File: src/rtl/decoder_16_to_4_deinterleaver_if.sv
// Branch-select bus between the deinterleaver commutator and the branch decoder.
interface decoder_16_to_4_deinterleaver_if #(
    parameter int unsigned ERR_CNT_W = 8
);
    logic                 din_valid;
    logic                 din1, din2, din3, din4, din5, din6;
    logic                 din7, din8, din9, din10, din11, din12;
    logic [3:0]           dout;
    logic                 dout_valid;
    logic                 onehot_err;
    logic                 seq_err;
    logic                 locked;
    logic                 frame_done;
    logic [ERR_CNT_W-1:0] err_cnt;

    modport master (
        output din_valid, din1, din2, din3, din4, din5, din6,
        output din7, din8, din9, din10, din11, din12,
        input  dout, dout_valid, onehot_err, seq_err, locked, frame_done, err_cnt
    );

    modport slave (
        input  din_valid, din1, din2, din3, din4, din5, din6,
        input  din7, din8, din9, din10, din11, din12,
        output dout, dout_valid, onehot_err, seq_err, locked, frame_done, err_cnt
    );
endinterface

File: src/rtl/decoder_16_to_4_deinterleaver.sv
// Re-encodes the 12 one-hot commutator selects into a registered branch index and
// tracks commutator sequencing (lock, frame boundary, saturating error count).
module decoder_16_to_4_deinterleaver #(
    parameter int unsigned ERR_CNT_W  = 8,
    parameter int unsigned NUM_BRANCH = 12
) (
    input logic                           clk,
    input logic                           rst_n,
    decoder_16_to_4_deinterleaver_if.slave bus
);

    typedef enum logic [0:0] {StUnlock, StLocked} state_e;

    localparam logic [3:0]           LastBranch = 4'(NUM_BRANCH);
    localparam logic [ERR_CNT_W-1:0] ErrCntMax  = {ERR_CNT_W{1'b1}};

    state_e               state_q, state_d;
    logic [3:0]           exp_q, exp_d;
    logic [3:0]           dout_q, dout_d;
    logic                 dout_valid_q, dout_valid_d;
    logic                 onehot_err_q, onehot_err_d;
    logic                 seq_err_q, seq_err_d;
    logic                 frame_done_q, frame_done_d;
    logic [ERR_CNT_W-1:0] err_cnt_q, err_cnt_d;

    logic [11:0] sel;
    logic        legal;
    logic [3:0]  idx;

    assign sel = {bus.din12, bus.din11, bus.din10, bus.din9, bus.din8, bus.din7,
                  bus.din6, bus.din5, bus.din4, bus.din3, bus.din2, bus.din1};

    // Exactly one bit set: non-zero and clearing the lowest set bit leaves nothing.
    assign legal = (sel != 12'd0) && ((sel & (sel - 12'd1)) == 12'd0);

    always_comb begin
        idx = 4'd0;
        for (int k = 0; k < 12; k++) begin
            if (sel[k]) idx = 4'(k + 1);
        end
    end

    always_comb begin
        state_d      = state_q;
        exp_d        = exp_q;
        dout_d       = dout_q;
        dout_valid_d = bus.din_valid;
        onehot_err_d = 1'b0;
        seq_err_d    = 1'b0;
        frame_done_d = 1'b0;
        err_cnt_d    = err_cnt_q;

        if (bus.din_valid) begin
            dout_d       = legal ? idx : 4'd0;
            onehot_err_d = ~legal;

            unique case (state_q)
                StUnlock: begin
                    if (legal && idx == 4'd1) begin
                        state_d = StLocked;
                        exp_d   = 4'd2;
                    end
                end
                StLocked: begin
                    if (legal && idx == exp_q) begin
                        exp_d        = (exp_q == LastBranch) ? 4'd1 : exp_q + 4'd1;
                        frame_done_d = (idx == LastBranch);
                    end else begin
                        seq_err_d = 1'b1;
                        // A clean branch 1 is a resync, not a loss of lock.
                        if (legal && idx == 4'd1) begin
                            exp_d = 4'd2;
                        end else begin
                            state_d = StUnlock;
                            exp_d   = 4'd1;
                        end
                    end
                end
                default: begin
                    state_d = StUnlock;
                    exp_d   = 4'd1;
                end
            endcase

            if ((onehot_err_d || seq_err_d) && err_cnt_q != ErrCntMax) begin
                err_cnt_d = err_cnt_q + 1'b1;
            end
        end
    end

    always_ff @(posedge clk or negedge rst_n) begin
        if (!rst_n) begin
            state_q      <= StUnlock;
            exp_q        <= 4'd1;
            dout_q       <= 4'd0;
            dout_valid_q <= 1'b0;
            onehot_err_q <= 1'b0;
            seq_err_q    <= 1'b0;
            frame_done_q <= 1'b0;
            err_cnt_q    <= '0;
        end else begin
            state_q      <= state_d;
            exp_q        <= exp_d;
            dout_q       <= dout_d;
            dout_valid_q <= dout_valid_d;
            onehot_err_q <= onehot_err_d;
            seq_err_q    <= seq_err_d;
            frame_done_q <= frame_done_d;
            err_cnt_q    <= err_cnt_d;
        end
    end

    assign bus.dout       = dout_q;
    assign bus.dout_valid = dout_valid_q;
    assign bus.onehot_err = onehot_err_q;
    assign bus.seq_err    = seq_err_q;
    assign bus.locked     = (state_q == StLocked);
    assign bus.frame_done = frame_done_q;
    assign bus.err_cnt    = err_cnt_q;

endmodule

File: src/flat_wrapper.sv
// flat-port wrapper written by rule: the top's interface ports become plain ports
module decoder_16_to_4_deinterleaver_flat 
#(
    parameter int unsigned ERR_CNT_W  = 8,
    parameter int unsigned NUM_BRANCH = 12
)
  (clk, rst_n, bus_din_valid, bus_din1, bus_din2, bus_din3, bus_din4, bus_din5, bus_din6, bus_din7, bus_din8, bus_din9, bus_din10, bus_din11, bus_din12, bus_dout, bus_dout_valid, bus_onehot_err, bus_seq_err, bus_locked, bus_frame_done, bus_err_cnt);
  decoder_16_to_4_deinterleaver_if #(.ERR_CNT_W(ERR_CNT_W)) bus_i ();
  input logic clk;
  input logic rst_n;
  input wire logic [$bits(bus_i.din_valid)-1:0] bus_din_valid;
  input wire logic [$bits(bus_i.din1)-1:0] bus_din1;
  input wire logic [$bits(bus_i.din2)-1:0] bus_din2;
  input wire logic [$bits(bus_i.din3)-1:0] bus_din3;
  input wire logic [$bits(bus_i.din4)-1:0] bus_din4;
  input wire logic [$bits(bus_i.din5)-1:0] bus_din5;
  input wire logic [$bits(bus_i.din6)-1:0] bus_din6;
  input wire logic [$bits(bus_i.din7)-1:0] bus_din7;
  input wire logic [$bits(bus_i.din8)-1:0] bus_din8;
  input wire logic [$bits(bus_i.din9)-1:0] bus_din9;
  input wire logic [$bits(bus_i.din10)-1:0] bus_din10;
  input wire logic [$bits(bus_i.din11)-1:0] bus_din11;
  input wire logic [$bits(bus_i.din12)-1:0] bus_din12;
  output wire logic [$bits(bus_i.dout)-1:0] bus_dout;
  output wire logic [$bits(bus_i.dout_valid)-1:0] bus_dout_valid;
  output wire logic [$bits(bus_i.onehot_err)-1:0] bus_onehot_err;
  output wire logic [$bits(bus_i.seq_err)-1:0] bus_seq_err;
  output wire logic [$bits(bus_i.locked)-1:0] bus_locked;
  output wire logic [$bits(bus_i.frame_done)-1:0] bus_frame_done;
  output wire logic [$bits(bus_i.err_cnt)-1:0] bus_err_cnt;
  assign bus_i.din_valid = bus_din_valid;
  assign bus_i.din1 = bus_din1;
  assign bus_i.din2 = bus_din2;
  assign bus_i.din3 = bus_din3;
  assign bus_i.din4 = bus_din4;
  assign bus_i.din5 = bus_din5;
  assign bus_i.din6 = bus_din6;
  assign bus_i.din7 = bus_din7;
  assign bus_i.din8 = bus_din8;
  assign bus_i.din9 = bus_din9;
  assign bus_i.din10 = bus_din10;
  assign bus_i.din11 = bus_din11;
  assign bus_i.din12 = bus_din12;
  assign bus_dout = bus_i.dout;
  assign bus_dout_valid = bus_i.dout_valid;
  assign bus_onehot_err = bus_i.onehot_err;
  assign bus_seq_err = bus_i.seq_err;
  assign bus_locked = bus_i.locked;
  assign bus_frame_done = bus_i.frame_done;
  assign bus_err_cnt = bus_i.err_cnt;
  decoder_16_to_4_deinterleaver #(.ERR_CNT_W(ERR_CNT_W), .NUM_BRANCH(NUM_BRANCH)) u_core (.clk(clk), .rst_n(rst_n), .bus(bus_i));
endmodule
File: config.mk
export PLATFORM = sky130hd
export DESIGN_NAME = decoder_16_to_4_deinterleaver_flat
export DESIGN_NICKNAME = d
export VERILOG_FILES = /design/src/rtl/decoder_16_to_4_deinterleaver_if.sv /design/src/rtl/decoder_16_to_4_deinterleaver.sv /design/src/flat_wrapper.sv
export SDC_FILE = /design/constraint.sdc
export NUM_CORES = 1
export LEC_CHECK = 0
export ABC_AREA = 1
export BUFFER_PORTS_ARGS = -buffer_cell sky130_fd_sc_hd__buf_2
export CAP_MARGIN = 5
export CORE_MARGIN = 4
export CORE_UTILIZATION = 25
export DETAILED_ROUTE_END_ITERATION = 10
export PLACE_DENSITY = 0.42
export SYNTH_ARGS = -nofsm -noshare
export SYNTH_HDL_FRONTEND = slang
export SYNTH_SLANG_ARGS = --single-unit
File: constraint.sdc
create_clock -name clk -period 4.4 [get_ports clk]
set_input_delay 0.22 -clock clk [delete_from_list [all_inputs] [get_ports clk]]
set_output_delay 0.22 -clock clk [all_outputs]
set_load 0.05 [all_outputs]
# [Word level (Yosys, flattened, before mapping)]
# Index checks and enable logic that the tools add are counted.
[totals] ff_bits=21 latch_bits=0 ram_bits=0 romBits=0 in_bits=15 out_inout_bits=17 word_cells=58 mem_count=0
[op_classes] addsub=3 n_mul=0 div_mod_pow=0 n_lt_le_gt_ge=0 eq_ne=6 n_shift=0 mux=29 bitwise_logic=3 n_reduce_logical=9
[op_table] op="2-to-1 mux 4 bit" count=15
[op_table] op="bitwise AND 12 bit" count=1
[op_table] op="zero test 12 bit" count=1
[op_table] op="nonzero test 12 bit" count=1
[op_table] op="subtractor 12 x 1 -> 12 bit (second input constant)" count=1
[op_table] op="2-to-1 mux 1 bit" count=11
[op_table] op="adder 8 x 1 -> 8 bit (second input constant)" count=1
[op_table] op="== test 4 bit (second input constant)" count=2
[op_table] op="inequality test 8 bit (second input constant)" count=1
[op_table] op="case mux 4 bit (2 select lines)" count=1
[op_table] op="adder 4 x 1 -> 4 bit (second input constant)" count=1
[op_table] op="== test 4 x 1 -> 1 bit (second input constant)" count=1
[op_table] op="== test 4 bit" count=1
[op_table] op="logical AND 1 bit" count=4
[op_table] op="AND reduction 2 bit" count=2
[op_table] op="2-to-1 mux 2 bit" count=1
[op_table] op="inequality test 2 x 1 -> 1 bit (second input constant)" count=1
[op_table] op="inverter 1 bit" count=2
[op_table] op="case mux 1 bit (2 select lines)" count=1
[op_table] op="logical OR 1 bit" count=1

# [Logic depth before layout (Yosys ltp)]
# Gate-level depths: netlist of run 1.
[depth] word_depth=20 mapped_depth=17 ltp_nobuf=17

# [Worst setup path after synthesis of run 1]
# Ideal clock, no wire load.
[synth_path] kind="register to register" startpoint="register u_core.err_cnt_q[0] (netlist: u_core.bus.err_cnt[0])" endpoint="register u_core.err_cnt_q[5] (netlist: u_core.bus.err_cnt[5])" setup_ns=0.119 arrival_ns=1.884 t_required_ns=4.281 setup_slack_ns=2.397 path_stages_with_launch=8 n_path_buf=0 synth_period_minus_slack_ns=2.003 cell_sequence="dfrtp_1 > ha_1 > nand2_1 > nor4_1 > nand2_1 > nor3b_1 > nand3_1 > nand2_1"
[synth_via] elab_chain_cells=3 elab_cells_between_ends=4 classes_between="add/sub: 1; eq/ne: 1; reduce/logical: 2"
[synth_rtl] element="start, declared" line="decoder_16_to_4_deinterleaver.sv:24" text="logic [ERR_CNT_W-1:0] err_cnt_q, err_cnt_d;"
[synth_rtl] element="start signal, assigned" line="decoder_16_to_4_deinterleaver.sv:109" text="err_cnt_q <= err_cnt_d;"
[synth_rtl] element="branches (longest 3 deep; another with adder 8 x 1 -> 8 bit)"
# Parallel ways; which one is timed is not known.
# A chain may end at the register's enable or synchronous reset.

# [Worst setup path in the final report of run 1]
# Same ends and word-level chain as after synthesis.

==> qor.yml, run 1 <==
clock_latency_ns: 0.25
multi_input_area_sq_um: 845
worstPathRequired_ns: 4.55
grt_use_met3_pct: 2.26
hpwl_um: 2900
p_leak_nw: 0.904
crit_arrival_ns: 1.97
synth_cell_types: 29
period_minus_slack_ns: 1.82
finalSetupTns_ns: 0
synth-compound-area-share_pct: 6.63
cts_buffer_depth: 2
finalHoldViolations: 0
drt_iter0_markers: 72
final_area_sq_mm: 0.00177
cpPeakStageDelay_ns: 0.41
die_w_um: 84.8
cp-start-kind: "flip-flop"
gp_congestion: 0.820
path_buf_inv: 0
io_pins: 32
cts_tree: "yes"
synth-simple-area-share_pct: 44.0
met1_usage_pct: 13.8
post_cts_resize_count: 0
wire_per_inst_um: 11.1
synth_mux_area_share_pct: 0
maxSlewHeadroom_pct: 68.2
synthesis.area_sq_mm: 0.00147
utilization_pct: 31.6
max_freq_ghz: 0.549
ys_seq_area_share_pct: 35.8
irDropWorstVdd_mv: 0.197
drc: 0
vias_per_cell: 4.37
avgSynthCellArea_sq_um: 7.08
finalMaxSlewViolations: 0
crit_path_frequent_cell: "nand2_1"
crit_type: "reg2reg"
clk_pin_slew_ns: 0.07
routed_wl_um: 3520
synth_fa_ha_area_share_pct: 2.55
rows: 27
placed_cells: 311
crit_path_cell_trace: "ha_1, nand2_1, nor4_1, nand2_1, nor3b_1, nand3_1, nand2_1"
crit_path_max_fanout: 8
core_sq_mm: 0.00561
power_density_mw_per_mm2: 310
nNetsFinal: 263
grt_util_met2_pct: 17.7
cts_max_level: 1
cts.sinks: 21
cp-end-kind: "flip-flop"
grt_pass1_vias: 1374
dpl_cell_area_sq_mm: 0.00172
rsz0062_at_grt: "false"
worst_pin_slew_ns: 0.477
finalWorstSetupSlack_ns: 2.58
dp_slack_ns: 2.52
drive_above_1_share_pct: 23.0
finalNonFillerCells: 316
drtPass1Iterations: 4
finalCritPeriodShare_pct: 41.4
io_buffers: 31
nFillCells: 647
drtAntennaViolNets: 0
drv_cap: 0
slowest_stage: "dfrtp_1"
total_power_uw: 549
setup_viol: 0
ys.warnings.count: 0
areaGrowthSynthToFinish_pct: 20.4
worstHoldPathType: "in2reg"
synth_seq_cells: 21
dieArea_sq_mm: 0.00718
overflow: 0
dieHeight_um: 84.8
vias: 1380
status: "completed"
synthCells: 208
grt_util_all_layers_pct: 10.4
start_util_pct: 26.3
syn_nets: 226
synth_top_family_by_area: "simple AND/OR/NAND/NOR gates"
grt_pass1_wl_um: 6270
grt-busiest-layer: "met2"
finClkSkew_ns: 0.00136
synth_xor_area_share_pct: 4.16
post_cts_buffers: 0
numCtsBuffers: 3
grt_start_max_net_pins: 22
seq_area_sq_um: 527
cp_top_family: "simple AND/OR/NAND/NOR gates"
grt_antenna_before_repair: 0
diodes: 0
hold_ws_ns: 0.164
cts_root_buffer: "clkbuf_8"
## sequential cells by signal, summed over array words and instances (netlist names)
| name | flops |
|---|---|
| u_core.bus.err_cnt | 8 |
| u_core.bus.dout_valid | 1 |
| u_core.exp_q | 4 |
| u_core.bus.frame_done | 1 |
| u_core.bus.seq_err | 1 |
| u_core.bus.locked | 1 |
| u_core.bus.onehot_err | 1 |
| u_core.bus.dout | 4 |
## per-layer routing
metal	part of all wire (%)	vias up
li1	-	741
met1	47	610
met2	48	29
met3	5.0	0
met4	0	0
met5	0	-
## cells in the final DEF (no fill, tap or decap), types with 4 or more instances in the layout
| cell type | Yosys | routed |
|---|---|---|
| nand2_2 | 5 | 5 |
| nand3_1 | 22 | 22 |
| nand2_1 | 68 | 68 |
| buf_2 | 0 | 31 |
| nor2_1 | 16 | 16 |
| o21ai_0 | 4 | 4 |
| nor2_2 | 7 | 7 |
| nand4_1 | 4 | 4 |
| dfrtp_1 | 20 | 20 |
| xor2_1 | 6 | 6 |
| inv_1 | 23 | 23 |
## worst paths after layout
kind | slack (ns) | startpoint | end | cells after the start
setup / recovery | 2.58 | u_core.bus.err_cnt[0] | u_core.bus.err_cnt[5] | 7
hold / removal | 0.16 | bus_din_valid | u_core.bus.dout_valid | 1
setup reg to reg | 2.58 | u_core.bus.err_cnt[0] | u_core.bus.err_cnt[5] | 7
hold reg to reg | 0.51 | u_core.bus.err_cnt[5] | u_core.bus.err_cnt[5] | 2
max in group asynchronous | 3.60 | rst_n | u_core.exp_q[0] | 2
min in group asynchronous | 0.45 | rst_n | u_core.bus.err_cnt[6] | 2
## logic make-up after synthesis
| family | Yosys count |
|---|---|
| compound gates | 15 |
| flops | 21 |
| simple gates | 135 |
| fa+ha+maj | 3 |
| xor+xnor | 7 |
| buf+inv | 27 |
## power breakdown
| group | internal [mW] | switching (mW) |
|---|---|---|
| combinational | 0.0509 | 0.139 |
| sequential | 0.213 | 0.0220 |
| clock | 0.0643 | 0.0590 |
## final cells by class
class                   instances  share of cell area, %
flip-flops and latches         21                   29.7
clock buffers                   4                   2.54
well taps                      72                   5.08
multi-input cells             160                   47.6
repair buffers                 32                   9.32
inverters                      27                   5.72
## synth_stat cells
| master | n | area, sq um |
|---|---|---|
| nor2_2 | 7 | 43.8 |
| nand3_2 | 1 | 10.0 |
| xnor2_1 | 1 | 8.76 |
| o21bai_1 | 2 | 15.0 |
| a21oi_2 | 1 | 8.76 |
| nand4_1 | 4 | 25.0 |
| o21ai_0 | 4 | 20.0 |
| xor2_1 | 6 | 52.6 |
| o31ai_1 | 1 | 7.51 |
| nand3b_1 | 1 | 7.51 |
| inv_1 | 23 | 86.3 |
| nor3b_1 | 2 | 15.0 |
| nand2_4 | 1 | 11.3 |
| nor2_1 | 16 | 60.1 |
| nor3_1 | 3 | 15.0 |
| o21ai_1 | 1 | 5.00 |
| a22o_1 | 3 | 26.3 |
| ha_1 | 3 | 37.5 |
| nor4_1 | 2 | 12.5 |
| nand2_8 | 2 | 40.0 |
| nor2_4 | 1 | 11.3 |
| nand2_2 | 5 | 31.3 |
| inv_2 | 3 | 11.3 |
| nand3_1 | 22 | 110 |
| a21oi_1 | 3 | 15.0 |
| dfstp_2 | 1 | 26.3 |
| dfrtp_1 | 20 | 500 |
| nand2_1 | 68 | 255 |
| clkinv_1 | 1 | 3.75 |
## repair_timing
item,4_1_cts,5_1_grt
endpoints found under the setup margin,0,0
endpoints found under the hold margin,20,0
hold buffers,1,0
Note: power is estimated with default switching activity, not from simulation.
==> inputs of run 2 (changes only) <==
ABC_AREA = 0   (was 1)
PLACE_DENSITY = 0.43   (was 0.42)
clock period = 1.7 ns   (was 4.4 ns; I/O delays follow)
==> run 2 against run 1 <==
Compared with the run above:
- the run now ends with setup timing left
- non-clock buffer count is 50 higher
- combinational power increased to 4.4 times the previous value
- sequential share of layout area down 4.3 points
- via count up 1.6%
- critical path depth grew 2
- register-to-register slack got worse by 2.8 ns
- synthesized area is 11% lower
- sequential power grew to 2.7 times the previous value
- sequential cell count unchanged
- final cell count fell by 6.6%
- critical path type is now in2reg
- largest cell class unchanged
==> qor.yml, run 2 <==
vias_per_cell: 4.75
period_minus_slack_ns: 2.00
ff2ff_setup_slack_ns: -0.20
largest_reg_flops: 8
drv_cap: 0
synth_mux_area_share_pct: 1.63
worst_pin_slew_ns: 0.764
setup_viol: 14
finalMaxSlewViolations: 0
cts_max_level: 1
cts_buffer_depth: 2
rows: 26
drtPass1Iterations: 6
ys_seq_area_share_pct: 40.4
synth_top_family_by_area: "simple AND/OR/NAND/NOR gates"
rsz0062_at_grt: "true"
worstPathRequired_ns: 1.86
finalWorstSetupSlack_ns: -0.296
seq_area_sq_um: 527
synth_top_cell_by_area: "dfrtp_1"
clk_pin_slew_ns: 0.08
synth.top_cell.area_share_pct: 38.4
synth_fa_ha_area_share_pct: 3.65
reg2reg_from: "u_core.exp_q[3]"
holdPathStages: 1
die_w_um: 80.2
hp-start: "bus_din_valid"
cts.sinks: 21
avgSynthCellArea_sq_um: 9.18
layout_commonest_cell: "buf_4"
async_flop_share_pct: 100
synth_xor_area_share_pct: 4.70
synth_cell_types: 50
synthCells: 142
crit_arrival_ns: 2.16
cp-end-kind: "flip-flop"
nFillCells: 535
core_sq_mm: 0.00507
dieHeight_um: 80.2
dp_slack_ns: -0.545
yosys-top-cells-count: "dfrtp_1, nand2_1, nor2_1"
drt_iter0_markers: 50
r2r-end: "u_core.bus.err_cnt[1]"
areaGrowthSynthToFinish_pct: 58.8
drive_above_1_share_pct: 48.0
crit_type: "in2reg"
grt_start_max_net_pins: 22
irDropWorstVdd_mv: 0.578
power_density_mw_per_mm2: 881
drtAntennaViolNets: 0
synthesis.area_sq_mm: 0.00130
grt_pass1_wl_um: 6300
finClkSkew_ns: 0.00429
hpwl_um: 2870
dieArea_sq_mm: 0.00643
io_pins: 32
numCtsBuffers: 3
maxSlewHeadroom_pct: 48.4
max_freq_ghz: 0.501
synth_seq_cells: 21
status: "finished, violations left"
io_buffers: 31
routed_wl_um: 3730
syn_nets: 160
wire_per_inst_um: 12.6
reg2reg_depth: 6
synth.area.top_cells: "dfrtp_1, nand2_1, xnor2_1"
nNetsFinal: 244
synth_most_common_cell: "dfrtp_1"
gp_congestion: 0.839
ys.flop_type: "dfrtp_1"
diodes: 0
cp-start-kind: "input pin"
grt_antenna_before_repair: 0
clock_latency_ns: 0.27
layout_common_cells: "buf_4, buf_2, dfrtp_1, nor2_1, nand2_1"
cts_tree: "yes"
crit_path_max_fanout: 7
synth_edf_count: 0
start_util_pct: 25.7
min_delay_worst_endpoint: "u_core.bus.dout_valid"
violations: "setup timing"
cts_root_buffer: "clkbuf_8"
utilization_pct: 40.8
grt_util_all_layers_pct: 12.4
multi_input_area_sq_um: 831
synth-compound-area-share_pct: 16.9
finalHoldViolations: 0
hold_ws_ns: 0.0137
worstHoldPathType: "in2reg"
p_leak_nw: 0.999
finalCritPeriodShare_pct: 117
overflow: 0
ys.warnings.count: 0
synth-simple-area-share_pct: 30.0
grt_pass1_vias: 1435
drc: 0
vias: 1402
## run 2: cell count changes after synthesis, moves of 3 or more
cell,before,now
and2_1,0,4
inv_1,23,5
and3_1,0,6
xnor2_1,1,6
xor2_1,6,1
a21o_1,0,4
nand2_2,5,0
nor2_1,16,13
inv_2,3,0
nand3_1,22,7
nor2_2,7,1
nand2_1,68,15
a22o_1,3,0
## run 2: worst max-delay path by stage
stage / startpoint / slack [ns] / depth (start not counted) / end
floorplan: bus_din11 / -0.46 / 8 / u_core.exp_q[1]
global placement: bus_din11 / -0.55 / 8 / u_core.exp_q[1]
detailed placement: bus_din11 / -0.54 / 8 / u_core.exp_q[1]
CTS: bus_din10 / -0.24 / 8 / u_core.exp_q[1]
global route: bus_din10 / -0.35 / 9 / u_core.bus.err_cnt[1]
finish: bus_din10 / -0.30 / 9 / u_core.bus.err_cnt[1]
## run 2: layout make-up
class | count | area share (%)
clock buffer | 3 | 1.99
inverter | 5 | 0.906
timing repair buffer | 82 | 26.9
sequential | 21 | 25.4
clock inverter | 1 | 0.363
tap | 70 | 4.23
multi-input combinational | 113 | 40.1
## run 2: timing repair
item	in CTS	in global routing
pin swaps	13	22
buffers inserted	3	3
cloned	0	0
hold endpoints to repair	20	0
setup endpoints to repair	14	16
hold buffers	1	0
resized for setup	11	13
## run 2: logic make-up after synthesis
kind of cell	after synthesis
flip-flops	21
AO/OA/AOI/OAI	30
XOR/XNOR	7
multiplexers	2
AND/OR/NAND/NOR	70
buffers and inverters	8
adder cells (fa/ha/maj)	4
## run 2: power breakdown
| part | internal [mW] | total (mW) | switching (mW) |
|---|---|---|---|
| sequential | 0.582 | 0.629 | 0.0475 |
| clock | 0.166 | 0.350 | 0.184 |
| combinational | 0.317 | 0.845 | 0.528 |
## run 2: stage by stage
stage | instance area, sq um | instances | power (mW) | setup TNS [ns]
global placement | 1880 | 284 | 1.44 | -6.79
detailed placement | 1880 | 284 | 1.46 | -7.05
floorplan | 1330 | 142 | 1.13 | -4.28
CTS | 2000 | 292 | 1.82 | -1.66
global route | 2070 | 295 | 1.93 | -3.56
finish | 2070 | 295 | 1.82 | -2.22
## run 2: metal layers
| layer | global-route usage (%) | vias up | part of all wire [%] |
|---|---|---|---|
| met5 | 0 | - | 0 |
| met4 | 4.56 | 0 | 1.8 |
| met3 | 2.13 | 5 | 4.0 |
| met2 | 23.3 | 23 | 53 |
| met1 | 13.8 | 683 | 42 |
| li1 | - | 691 | - |
## run 2: critical path, cell delays in order
cell and delay, ns:
buf_6 0.09, or4_4 0.55, buf_4 0.15, buf_6 0.10, nand4bb_1 0.19, a32oi_2 0.27, nand2_2 0.12, a31o_4 0.29
mux2_4 0.30
==> inputs of run 3 (changes only) <==
clock period = 2 ns   (was 1.7 ns; I/O delays follow)
==> run 3 against run 2 <==
Compared with the run above:
- the flow now finishes without violations
- worst setup slack better by 0.31 ns
- non-clock buffer count is 23 lower
- critical path depth is 1 lower
- design area is 12% lower
- sequential share of layout area is 3.5 points higher
- clock skew is 0.0026 ns lower
- largest power group unchanged
- global-route usage hardly changed
- clock-buffer cell count stayed put
- critical path type unchanged
- clock power is 21% lower
- first-iteration DRC count is 4.0% higher
==> qor.yml, run 3 (same netlist as run 2, synthesis figures left out) <==
largest_reg_flops: 8
nFillCells: 536
vias_per_cell: 4.78
r2r-end: "u_core.exp_q[1]"
dieHeight_um: 80.2
grt_start_max_net_pins: 22
rsz0062_at_grt: "true"
crit_path_max_fanout: 5
numCtsBuffers: 3
p_leak_nw: 0.875
hpwl_um: 2840
dieArea_sq_mm: 0.00643
diodes: 0
start_util_pct: 25.7
cts_root_buffer: "clkbuf_8"
power_density_mw_per_mm2: 775
maxSlewHeadroom_pct: 54.8
crit_arrival_ns: 2.16
die_w_um: 80.2
layout_commonest_cell: "buf_2"
setup_viol: 0
max_freq_ghz: 0.503
rows: 26
worstPathRequired_ns: 2.17
grt_util_all_layers_pct: 12.4
final_area_sq_mm: 0.00182
vias: 1301
finalHoldViolations: 0
dp_slack_ns: -0.289
grt_pass1_wl_um: 6350
cts_tree: "yes"
multi_input_area_sq_um: 768
areaGrowthSynthToFinish_pct: 39.7
finClkSkew_ns: 0.00166
drc: 0
overflow: 0
grt_antenna_before_repair: 0
hold_ws_ns: 0.0614
clock_latency_ns: 0.26
dpl_cell_area_sq_mm: 0.00176
min_delay_worst_endpoint: "u_core.bus.dout_valid"
wire_per_inst_um: 13.2
grt_pass1_vias: 1414
cts.sinks: 21
cp-start-kind: "input pin"
worstHoldPathType: "in2reg"
period_minus_slack_ns: 1.99
reg2reg_depth: 8
drtPass1Iterations: 4
drv_cap: 0
ff2ff_setup_slack_ns: 0.10
clk_pin_slew_ns: 0.08
core_sq_mm: 0.00507
finalWorstSetupSlack_ns: 0.0128
cp-end-kind: "flip-flop"
finalCritPeriodShare_pct: 99.4
io_pins: 32
seq_area_sq_um: 527
drt_iter0_markers: 52
irDropWorstVdd_mv: 0.535
routed_wl_um: 3580
worst_pin_slew_ns: 0.670
holdPathStages: 1
status: "completed"
post_cts_buffers: 0
nNetsFinal: 221
reg2reg_from: "u_core.exp_q[3]"
gp_congestion: 0.888
drtAntennaViolNets: 0
cts_buffer_depth: 2
drive_above_1_share_pct: 36.6
cts_max_level: 1
io_buffers: 31
utilization_pct: 35.9
crit_type: "in2reg"
layout_common_cells: "buf_2, buf_4, dfrtp_1, nand2_1, nor2_1"
hp-start: "bus_din_valid"
finalMaxSlewViolations: 0
-- run 3: cell count changes in the layout (fill, tap and decap cells not counted), sizes merged --
cell / before / now
buf: 81 / 58
clkinv: 0 / 1
clkinvlp: 1 / 0
-- run 3: area by class of cell --
class                   count  share of cell area, %
repair buffers             59                   20.5
well taps                  70                   4.81
inverters                   5                   1.03
clock inverters             1                  0.275
clock buffers               3                   2.27
multi-input cells         113                   42.2
flip-flops and latches     21                   28.9
-- run 3: metal layers --
layer	GRT usage [%]	wire length [um]
met1	14.1	1560
met2	22.8	1820
met3	1.79	135
met4	5.41	65
met5	0	0
-- run 3: worst max path at each step --
stage / cells past startpoint / slack (ns) / endpoint / startpoint
after floorplan: 8 / -0.17 / u_core.exp_q[1] / bus_din11
after global placement: 8 / -0.22 / u_core.exp_q[1] / bus_din11
after detailed placement: 8 / -0.29 / u_core.exp_q[1] / bus_din11
after CTS: 8 / 0.003 / u_core.exp_q[1] / bus_din11
after global routing: 8 / -0.06 / u_core.exp_q[1] / bus_din11
final: 8 / 0.01 / u_core.exp_q[1] / bus_din11
-- run 3: what timing repair did --
action	in CTS	in global routing
hold buffers	1	0
hold endpoints to repair	20	0
gates resized for setup	0	4
pin swaps	3	0
setup endpoints to repair	1	4
-- run 3: power breakdown --
group          internal [mW]  total, mW  leakage [nW]  switching [mW]
Clock                  0.139      0.277        0.0255           0.139
Combinational          0.177      0.568         0.582           0.391
Sequential             0.495      0.566         0.268          0.0710
Total                  0.811       1.41         0.875           0.601
-- run 3: worst max-delay path, stage by stage --
cell	delay, ns
buf_6	0.09
or4_4	0.56
or2_1	0.24
o22ai_2	0.19
nand4b_4	0.14
or2_1	0.25
or3b_4	0.37
a32oi_1	0.22
-- run 3: metrics by stage --
stage          instances  power, mW  TNS (ns)
2_1_floorplan        142      0.959    -0.622
5_1_grt              272       1.51   -0.0813
3_3_place_gp         267       1.14     -1.55
6_report             272       1.41         0
3_5_place_dp         267       1.15     -1.96
4_1_cts              272       1.44         0
